**config.mk**
```make
export PLATFORM = sky130hd
export DESIGN_NAME = se_target_select
export DESIGN_NICKNAME = d
export VERILOG_FILES = /design/src/rtl/se_target_select.sv
export SDC_FILE = /design/constraint.sdc
export NUM_CORES = 1
export LEC_CHECK = 0
export ABC_AREA = 1
export BUFFER_PORTS_ARGS = -buffer_cell sky130_fd_sc_hd__buf_2
export CORE_ASPECT_RATIO = 0.7
export CORE_MARGIN = 10
export CORE_UTILIZATION = 25
export CTS_CLUSTER_DIAMETER = 60
export CTS_CLUSTER_SIZE = 14
export DETAILED_ROUTE_END_ITERATION = 10
export PLACE_DENSITY = 0.54
export SLEW_MARGIN = 10
export SYNTH_ARGS = -nofsm -noshare
export SYNTH_HDL_FRONTEND = slang
export SYNTH_SLANG_ARGS = --single-unit
```
**constraint.sdc**
```tcl
create_clock -name clock -period 2.5 [get_ports clock]
set_input_delay 0.125 -clock clock [delete_from_list [all_inputs] [get_ports clock]]
set_output_delay 0.125 -clock clock [all_outputs]
set_load 0.03 [all_outputs]
```
**src/rtl/se_target_select.sv**
```systemverilog
// Special-effects front end: resolves the top two visible layers per pixel and
// applies the BLDCNT target/mode rules, in a two-stage valid/ready pipeline.
module se_target_select #(
  parameter int unsigned LAT = 2
) (
  input  logic        clock,
  input  logic        reset_n,
  input  logic        in_valid,
  output logic        in_ready,
  input  logic [59:0] bg_color,
  input  logic [3:0]  bg_opaque,
  input  logic [7:0]  bg_prio,
  input  logic [14:0] obj_color,
  input  logic        obj_opaque,
  input  logic [1:0]  obj_prio,
  input  logic        obj_semitrans,
  input  logic [14:0] backdrop,
  input  logic [15:0] bldcnt,
  output logic        out_valid,
  input  logic        out_ready,
  output logic [14:0] first_color,
  output logic [14:0] second_color,
  output logic        effect_en,
  output logic [1:0]  blend_mode
);

  if (LAT != 2) begin : g_lat_check
    $error("se_target_select supports only LAT=2");
  end

  typedef enum logic [2:0] {
    L_BG0 = 3'd0, L_BG1 = 3'd1, L_BG2 = 3'd2, L_BG3 = 3'd3,
    L_OBJ = 3'd4, L_BD  = 3'd5
  } layer_t;

  logic        s1_valid, s2_valid;
  logic        s1_adv, s2_adv;
  logic [59:0] s1_bg_color;
  logic [14:0] s1_obj_color, s1_backdrop;
  logic        s1_semi;
  logic [13:0] s1_bldcnt;
  layer_t      s1_l1, s1_l2;
  logic [1:0]  unused_bldcnt;

  assign unused_bldcnt = bldcnt[15:14];

  assign s2_adv   = !s2_valid || out_ready;
  assign s1_adv   = !s1_valid || s2_adv;
  assign in_ready = s1_adv;
  assign out_valid = s2_valid;

  // Sort key = {priority, rank}: OBJ ranks 0, BGn ranks n+1, so ties resolve
  // with a plain unsigned compare.
  layer_t     best1, best2;
  logic [4:0] key1, key2, key;
  logic       present;

  always_comb begin
    best1   = L_BD;
    best2   = L_BD;
    key1    = '1;
    key2    = '1;
    key     = '0;
    present = 1'b0;
    for (int unsigned i = 0; i < 5; i++) begin
      if (i < 4) begin
        present = bg_opaque[i];
        key     = {bg_prio[2*i +: 2], 3'(i + 1)};
      end else begin
        present = obj_opaque;
        key     = {obj_prio, 3'd0};
      end
      if (present) begin
        if (key < key1) begin
          best2 = best1;
          key2  = key1;
          best1 = layer_t'(3'(i));
          key1  = key;
        end else if (key < key2) begin
          best2 = layer_t'(3'(i));
          key2  = key;
        end
      end
    end
  end

  always_ff @(posedge clock or negedge reset_n) begin
    if (!reset_n) begin
      s1_valid     <= 1'b0;
      s1_bg_color  <= '0;
      s1_obj_color <= '0;
      s1_backdrop  <= '0;
      s1_semi      <= 1'b0;
      s1_bldcnt    <= '0;
      s1_l1        <= L_BD;
      s1_l2        <= L_BD;
    end else if (s1_adv) begin
      s1_valid <= in_valid;
      if (in_valid) begin
        s1_bg_color  <= bg_color;
        s1_obj_color <= obj_color;
        s1_backdrop  <= backdrop;
        s1_semi      <= obj_semitrans;
        s1_bldcnt    <= bldcnt[13:0];
        s1_l1        <= best1;
        s1_l2        <= best2;
      end
    end
  end

  logic [14:0] l1_color, l2_color;
  logic [5:0]  first_t, second_t;
  logic [1:0]  mode;
  logic        alpha, nxt_effect;
  logic [1:0]  nxt_mode;

  always_comb begin
    case (s1_l1)
      L_BG0:   l1_color = s1_bg_color[14:0];
      L_BG1:   l1_color = s1_bg_color[29:15];
      L_BG2:   l1_color = s1_bg_color[44:30];
      L_BG3:   l1_color = s1_bg_color[59:45];
      L_OBJ:   l1_color = s1_obj_color;
      default: l1_color = s1_backdrop;
    endcase
    case (s1_l2)
      L_BG0:   l2_color = s1_bg_color[14:0];
      L_BG1:   l2_color = s1_bg_color[29:15];
      L_BG2:   l2_color = s1_bg_color[44:30];
      L_BG3:   l2_color = s1_bg_color[59:45];
      L_OBJ:   l2_color = s1_obj_color;
      default: l2_color = s1_backdrop;
    endcase
  end

  always_comb begin
    first_t    = s1_bldcnt[5:0];
    second_t   = s1_bldcnt[13:8];
    mode       = s1_bldcnt[7:6];
    alpha      = 1'b0;
    nxt_effect = 1'b0;
    nxt_mode   = 2'b00;
    if (s1_l1 == L_OBJ && s1_semi && second_t[s1_l2]) begin
      alpha = 1'b1;
    end else begin
      case (mode)
        2'b01:   alpha = first_t[s1_l1] && second_t[s1_l2];
        2'b10,
        2'b11: begin
          nxt_effect = first_t[s1_l1];
          nxt_mode   = first_t[s1_l1] ? mode : 2'b00;
        end
        default: ;
      endcase
    end
    if (alpha) begin
      nxt_effect = 1'b1;
      nxt_mode   = 2'b01;
    end
  end

  always_ff @(posedge clock or negedge reset_n) begin
    if (!reset_n) begin
      s2_valid     <= 1'b0;
      first_color  <= '0;
      second_color <= '0;
      effect_en    <= 1'b0;
      blend_mode   <= 2'b00;
    end else if (s2_adv) begin
      s2_valid <= s1_valid;
      if (s1_valid) begin
        first_color  <= l1_color;
        second_color <= alpha ? l2_color : 15'd0;
        effect_en    <= nxt_effect;
        blend_mode   <= nxt_mode;
      end
    end
  end

endmodule

```
**After elaboration in Yosys (flattened, before gate mapping)**

Cells that the tools add are included.

- Bits in registers: 146
- Latch bits: 0
- Memory bits (writable): 0
- Memory bits (read-only): 0
- Input bits: 126
- Output and inout port bits: 35
- Word-level logic and storage cells: 102
- Memories kept: 0

- Add/subtract/negate cells: 0
- Multiply operators: 0
- Divide/modulo/power cells: 0
- Order comparisons: 11
- Eq/ne operators: 11
- Shift operators: 0
- Multiplexer cells: 55
- Bitwise gates (word level): 0
- Reduce and logical (&&, ||, !) cells: 12

Operator list:

| operator | count |
|---|---|
| one-hot mux 15 bit (5 select lines) | 2 |
| two-way mux 5 bit | 17 |
| two-way mux 3 bit | 22 |
| less-than comparator 5 bit | 7 |
| two-way mux 15 bit | 1 |
| == test 3 x 2 -> 1 bit, second input constant | 4 |
| less-than comparator 5 bit, second input constant | 2 |
| less-than comparator 3 x 4 -> 1 bit, second input constant | 2 |
| two-way mux 2 bit | 4 |
| two-way mux 1 bit | 7 |
| binary-select mux 1 bit (select 3 bit) | 2 |
| == test 3 x 1 -> 1 bit, second input constant | 2 |
| == test 3 bit, second input constant | 2 |
| zero test 3 bit | 2 |
| == test 2 bit, second input constant | 2 |
| AND reduction 2 bit | 2 |
| logical AND 1 bit | 3 |
| == test 2 x 1 -> 1 bit, second input constant | 1 |
| zero test 1 bit | 2 |
| logical OR 1 bit | 2 |
| OR reduction 2 bit | 1 |

**Longest topological paths before layout**

- Word-level depth: 18
- Depth in mapped cells: 36
- Depth with buffers taken out: 36

**Worst setup path after synthesis**

OpenSTA, ideal clock, no wires.

- Kind: in2reg
- From: input bg_opaque[0]
- To: register s1_l2[1]
- Library setup time: 0.123 ns
- Arrival: 3.626 ns
- Data required time: 2.377 ns
- Path slack: -1.249 ns
- Cell stages on the path: 28
- Path buffers: 0
- Path through: inv_1 > nor2_1 > ha_1 > nand2_1 > nand2_1 > nand2_1 > nand3_1 > nand2_1 > o21ai_0 > ha_1 > a21oi_1 > nand3_2 > o21ai_0 > ha_1 > nand2_1 > inv_1 > nand2_1 > nand3_2 > nand2_1 > inv_1 > nand2_1 > o211ai_1 > ha_1 > a21o_1 > a21oi_1 > a21oi_1 > nand2_1 > a21oi_1

- Word-level cells in the longest chain between the ends: 16
- Elaborated cells on any way between the ends: 40
- Those cells by class: order compare (7); mux (33)

RTL lines:

| item | line | source |
|---|---|---|
| from (decl) | 11 | `input logic [3:0] bg_opaque,` |
| two-way mux 5 bit | 73 | `if (present) begin` |
| less-than comparator 5 bit | 74 | `if (key < key1) begin` |
| two-way mux 5 bit | 74 |  |
| two-way mux 5 bit | 73 |  |
| less-than comparator 5 bit | 79 | `end else if (key < key2) begin` |
| two-way mux 5 bit | 79 |  |
| two-way mux 5 bit | 74 |  |
| two-way mux 5 bit | 73 |  |
| less-than comparator 5 bit | 79 |  |
| two-way mux 5 bit | 79 |  |
| two-way mux 5 bit | 74 |  |
| two-way mux 5 bit | 73 |  |
| less-than comparator 5 bit | 79 |  |
| two-way mux 3 bit | 79 |  |
| two-way mux 3 bit | 74 |  |
| two-way mux 3 bit (*) | 73 |  |
| to (signal assigned) | 106 | `s1_l2 <= best2;` |
| to (decl) | 42 | `layer_t s1_l1, s1_l2;` |

Mark *: on every way between the ends. The rest lies on a longest branch, timed or not.
A chain may end at the register's enable or synchronous reset.

**Worst setup path in the final report**

Ends and elaborated chain as after synthesis.

==> metrics.md <==
| Metric | Value |
|---|---|
| Worst path slowest cell | `ha_1` |
| Predominant post-synthesis flop cell | `dfrtp_1` |
| Root Buffer | `clkbuf_16` |
| First-pass GRT wire length | `45620 um` |
| Die width | `226.3 um` |
| Area grow syn2layout | `48.78%` |
| Max Slew Vio Count | `0` |
| Post-synth ARST share | `100.0%` |
| WS Path Type | `in2reg` |
| Hold crit path type | `in2reg` |
| Pin count of the biggest net entering global routing | `104` |
| Drt total wl | `29990 um` |
| Most Frequent Cell on Critical Path | `nand2_2` |
| CP Launch Type | `input pin` |
| P_sw | `3348 uW` |
| ANT nets after route | `0` |
| Synth area leader | `dfrtp_1` |
| Starting Density | `25.56%` |
| # setup viols final | `6` |
| Post-route DRC | `0` |
| Port-buffer cells | `158` |
| Clk_lat worst skew | `0.43 ns` |
| LEAKAGE | `0.005525 uW` |
| Worst Reg-to-Reg Cells | `7` |
| Final Hold Viols | `0` |
| Core Region | `29150 um2` |
| H-tree levels | `4` |
| Vias in the first global route | `7699` |
| Mapped Nets | `1091` |
| Share of the synthesized area in the top cell type | `47.69%` |
| Top cells by area, synth | `dfrtp_1 (48%), nand2_1 (14%), o21ai_0 (7.1%)` |
| RSZ-0062 raised after global routing | `true` |
| Clock skew | `0.01118 ns` |
| Maximum vdd drop | `579.7 uV` |
| Crit-path max FO | `6` |
| Status | `complete, but fails checks` |
| Cell internal pwr | `5328 uW` |
| Sequential Area | `3659 um2` |
| Setup_tns | `-4.440 ns` |
| Syn Area/Cell | `7.843 um2` |
| Routed vias | `7773` |
| Worst Path Arrival | `3.63 ns` |
| Clock power frac | `29.6%` |
| DRT iter0 DRCs | `734` |
| Flop pwr share | `35.6%` |
| Tot GR Track Use | `15.88%` |
| Max_slew headroom | `45.65%` |
| Switching share of power | `38.59%` |
| DR vias/cell | `4.694` |
| Combinational power share | `34.9%` |
| Failing checks | `negative setup slack` |
| CP Data Required Time | `2.81 ns` |
| Synthesized flop and latch total | `146` |
| Die Y | `164.4 um` |
| DP HPWL | `21340 um` |
| Syn Inst Count | `950` |
| Synthesized area | `7451 um2` |
| Initial antenna violation count | `0` |
| Max cap viols | `0` |
| CTS Sinks | `146` |
| Post-synth EDFFs | `0` |
| Final period util | `132.9%` |
| Filler Cell Count | `2958` |
| Cells on Worst Hold Path | `3` |
| Sequential fraction of the synthesis area | `49.10%` |
| Cells after DPL | `1501` |
| CTS clk-pin slew, worst paths | `0.06 ns` |
| CTS buffer count | `17` |
| First-pass iteration count of the detailed router | `5` |
| GRT overflow | `0` |
| Die outline area | `37220 um2` |
| I/O pin total | `161` |
| Area of the multi-input gates | `3361 um2` |
| Max Buffers Root-to-Sink | `2` |
| Row cnt | `52` |
| Yosys warning count | `0` |
| Tmin final | `3.321 ns` |
| Crit-path max cell delay | `0.26 ns` |
| Share of layout cells above drive strength 1 | `25.53%` |
| CTS tree | `yes` |
| Post-Layout Cell Count | `1656` |
| Pwr dens | `782.6 nW/um2` |
| Final worst slack | `-0.8213 ns` |
| Distinct cells, synth | `38` |
| Highest Clock Rate | `301.1 MHz` |
| Slew @ Worst Pin | `0.8108 ns` |
| WL per Instance | `18.11 um` |
| Crit end category | `flop` |
| Fin nets | `1405` |
| Gpl congestion | `0.8695` |
critical path: cells and delay by family:
kind                     cells  cell delay (ns)
AO/OA/AOI/OAI                8             0.90
AND/OR/NAND/NOR             13             1.07
buffers and inverters        7             0.62
adder cells (fa/ha/maj)      4             0.90
power by group through the flow:
stage / registers, uW / clock network (uW) / logic [uW]
6_report: 3080 / 2560 / 3030
2_1_floorplan: 3340 / 0 / 1300
3_3_place_gp: 3110 / 0 / 2700
5_1_grt: 3130 / 2720 / 3310
3_5_place_dp: 3110 / 0 / 2730
4_1_cts: 3080 / 2610 / 2930
cells in the mapped netlist, types with 2 or more instances:
master     number
a211oi_1        5
a21oi_1        24
a221oi_1        4
a311oi_1        3
a31oi_1         5
buf_2           4
clkbuf_1       40
dfrtp_1       142
dfstp_2         4
ha_1           15
inv_1         124
inv_2           3
nand2_1       287
nand3_1        46
nand3_2         2
nand4_1         7
nor2_1         34
nor2_2          2
nor3_1          4
o2111ai_1      15
o21ai_0       105
o221ai_1        5
o22a_1          2
o22ai_1        54
layer usage:
metal	share of wire, %	vias up	global-route usage, %
met3	7.1	28	3.544
met4	1.2	0	3.861
li1	-	3785	-
met2	41	280	21.49
met1	51	3680	24.46
met5	0	-	0
stage by stage:
step / hold WS (ns) / instance area, um2 / util [%] / total power [uW] / setup WS, ns
after CTS: 0.004990 / 10920 / 37.48 / 8618 / -0.7986
after detailed placement: 0.1304 / 9130 / 31.32 / 5832 / -1.391
after floorplan: -0.1706 / 7531 / - / 4638 / -0.8678
after global placement: 0.1270 / 9130 / 31.32 / 5812 / -1.226
final: 0.04115 / 11090 / 38.03 / 8676 / -0.8213
after global routing: 0.02393 / 11080 / 38.02 / 9154 / -1.039
path summary, 6_finish.rpt:
kind | slack (ns) | startpoint | end
min in group asynchronous | 0.23 | reset_n | s1_bg_color[52]$_DFFE_PN0P_
max in group asynchronous | 1.42 | reset_n | s1_bg_color[2]$_DFFE_PN0P_
max | -0.82 | bg_opaque[0] | s1_l2[1]$_DFFE_PN0P_
min | 0.04 | bg_color[49] | s1_bg_color[49]$_DFFE_PN0P_
min reg2reg | 0.48 | second_color[5]$_DFFE_PN0P_ | second_color[5]$_DFFE_PN0P_
max reg2reg | 0.16 | s1_l1[1]$_DFFE_PN0P_ | first_color[11]$_DFFE_PN0P_
cell usage in the layout, fill, tap and decap left out, types with 6 or more instances in the layout:
cell type / count
a21oi_1: 16
buf_2: 156
buf_4: 70
clkbuf_16: 17
dfrtp_1: 142
dlygate4sd3_1: 106
ha_1: 14
inv_1: 119
inv_2: 7
nand2_1: 273
nand2_2: 11
nand3_1: 40
nand4_1: 7
nor2_1: 30
o2111ai_1: 15
o21ai_0: 94
o21ai_1: 6
o22ai_1: 54
cell type report:
class / instances / area share [%]
Tap cell: 378 / 4.266
Clock inverter: 14 / 1.388
Clock buffer: 18 / 3.871
Multi-Input combinational cell: 630 / 30.32
Inverter: 128 / 4.470
Antenna cell: 1 / 0.02257
Sequential cell: 146 / 33.00
Timing Repair Buffer: 341 / 22.66
registers in the layout, summed over array words and instances (netlist names):
signal        count
s1_bldcnt        14
blend_mode        2
s1_valid          1
first_color      15
out_valid         1
s1_l2             3
second_color     15
effect_en         1
s1_obj_color     15
s1_l1             3
s1_backdrop      15
s1_semi           1
s1_bg_color      60
kinds of logic (layout without fill, tap and decap cells):
| group | after synthesis | count (layout) | share of synthesized area [%] |
|---|---|---|---|
| flops | 146 | 146 | 49.10 |
| simple gates | 387 | 387 | 21.09 |
| fa+ha+maj | 15 | 15 | 2.519 |
| buf+inv | 174 | 501 | 8.934 |
| other cells | 0 | 1 | 0 |
| compound gates | 228 | 228 | 18.35 |
what timing repair did:
item,in CTS,in global routing
pin swaps,21,10
endpoints found under the hold margin,159,0
buffers inserted,11,5
endpoints found under the setup margin,6,6
gates cloned,0,0
gates resized for setup,21,29
hold buffers,106,0
No activity file was read; power rests on OpenSTA's default activity.
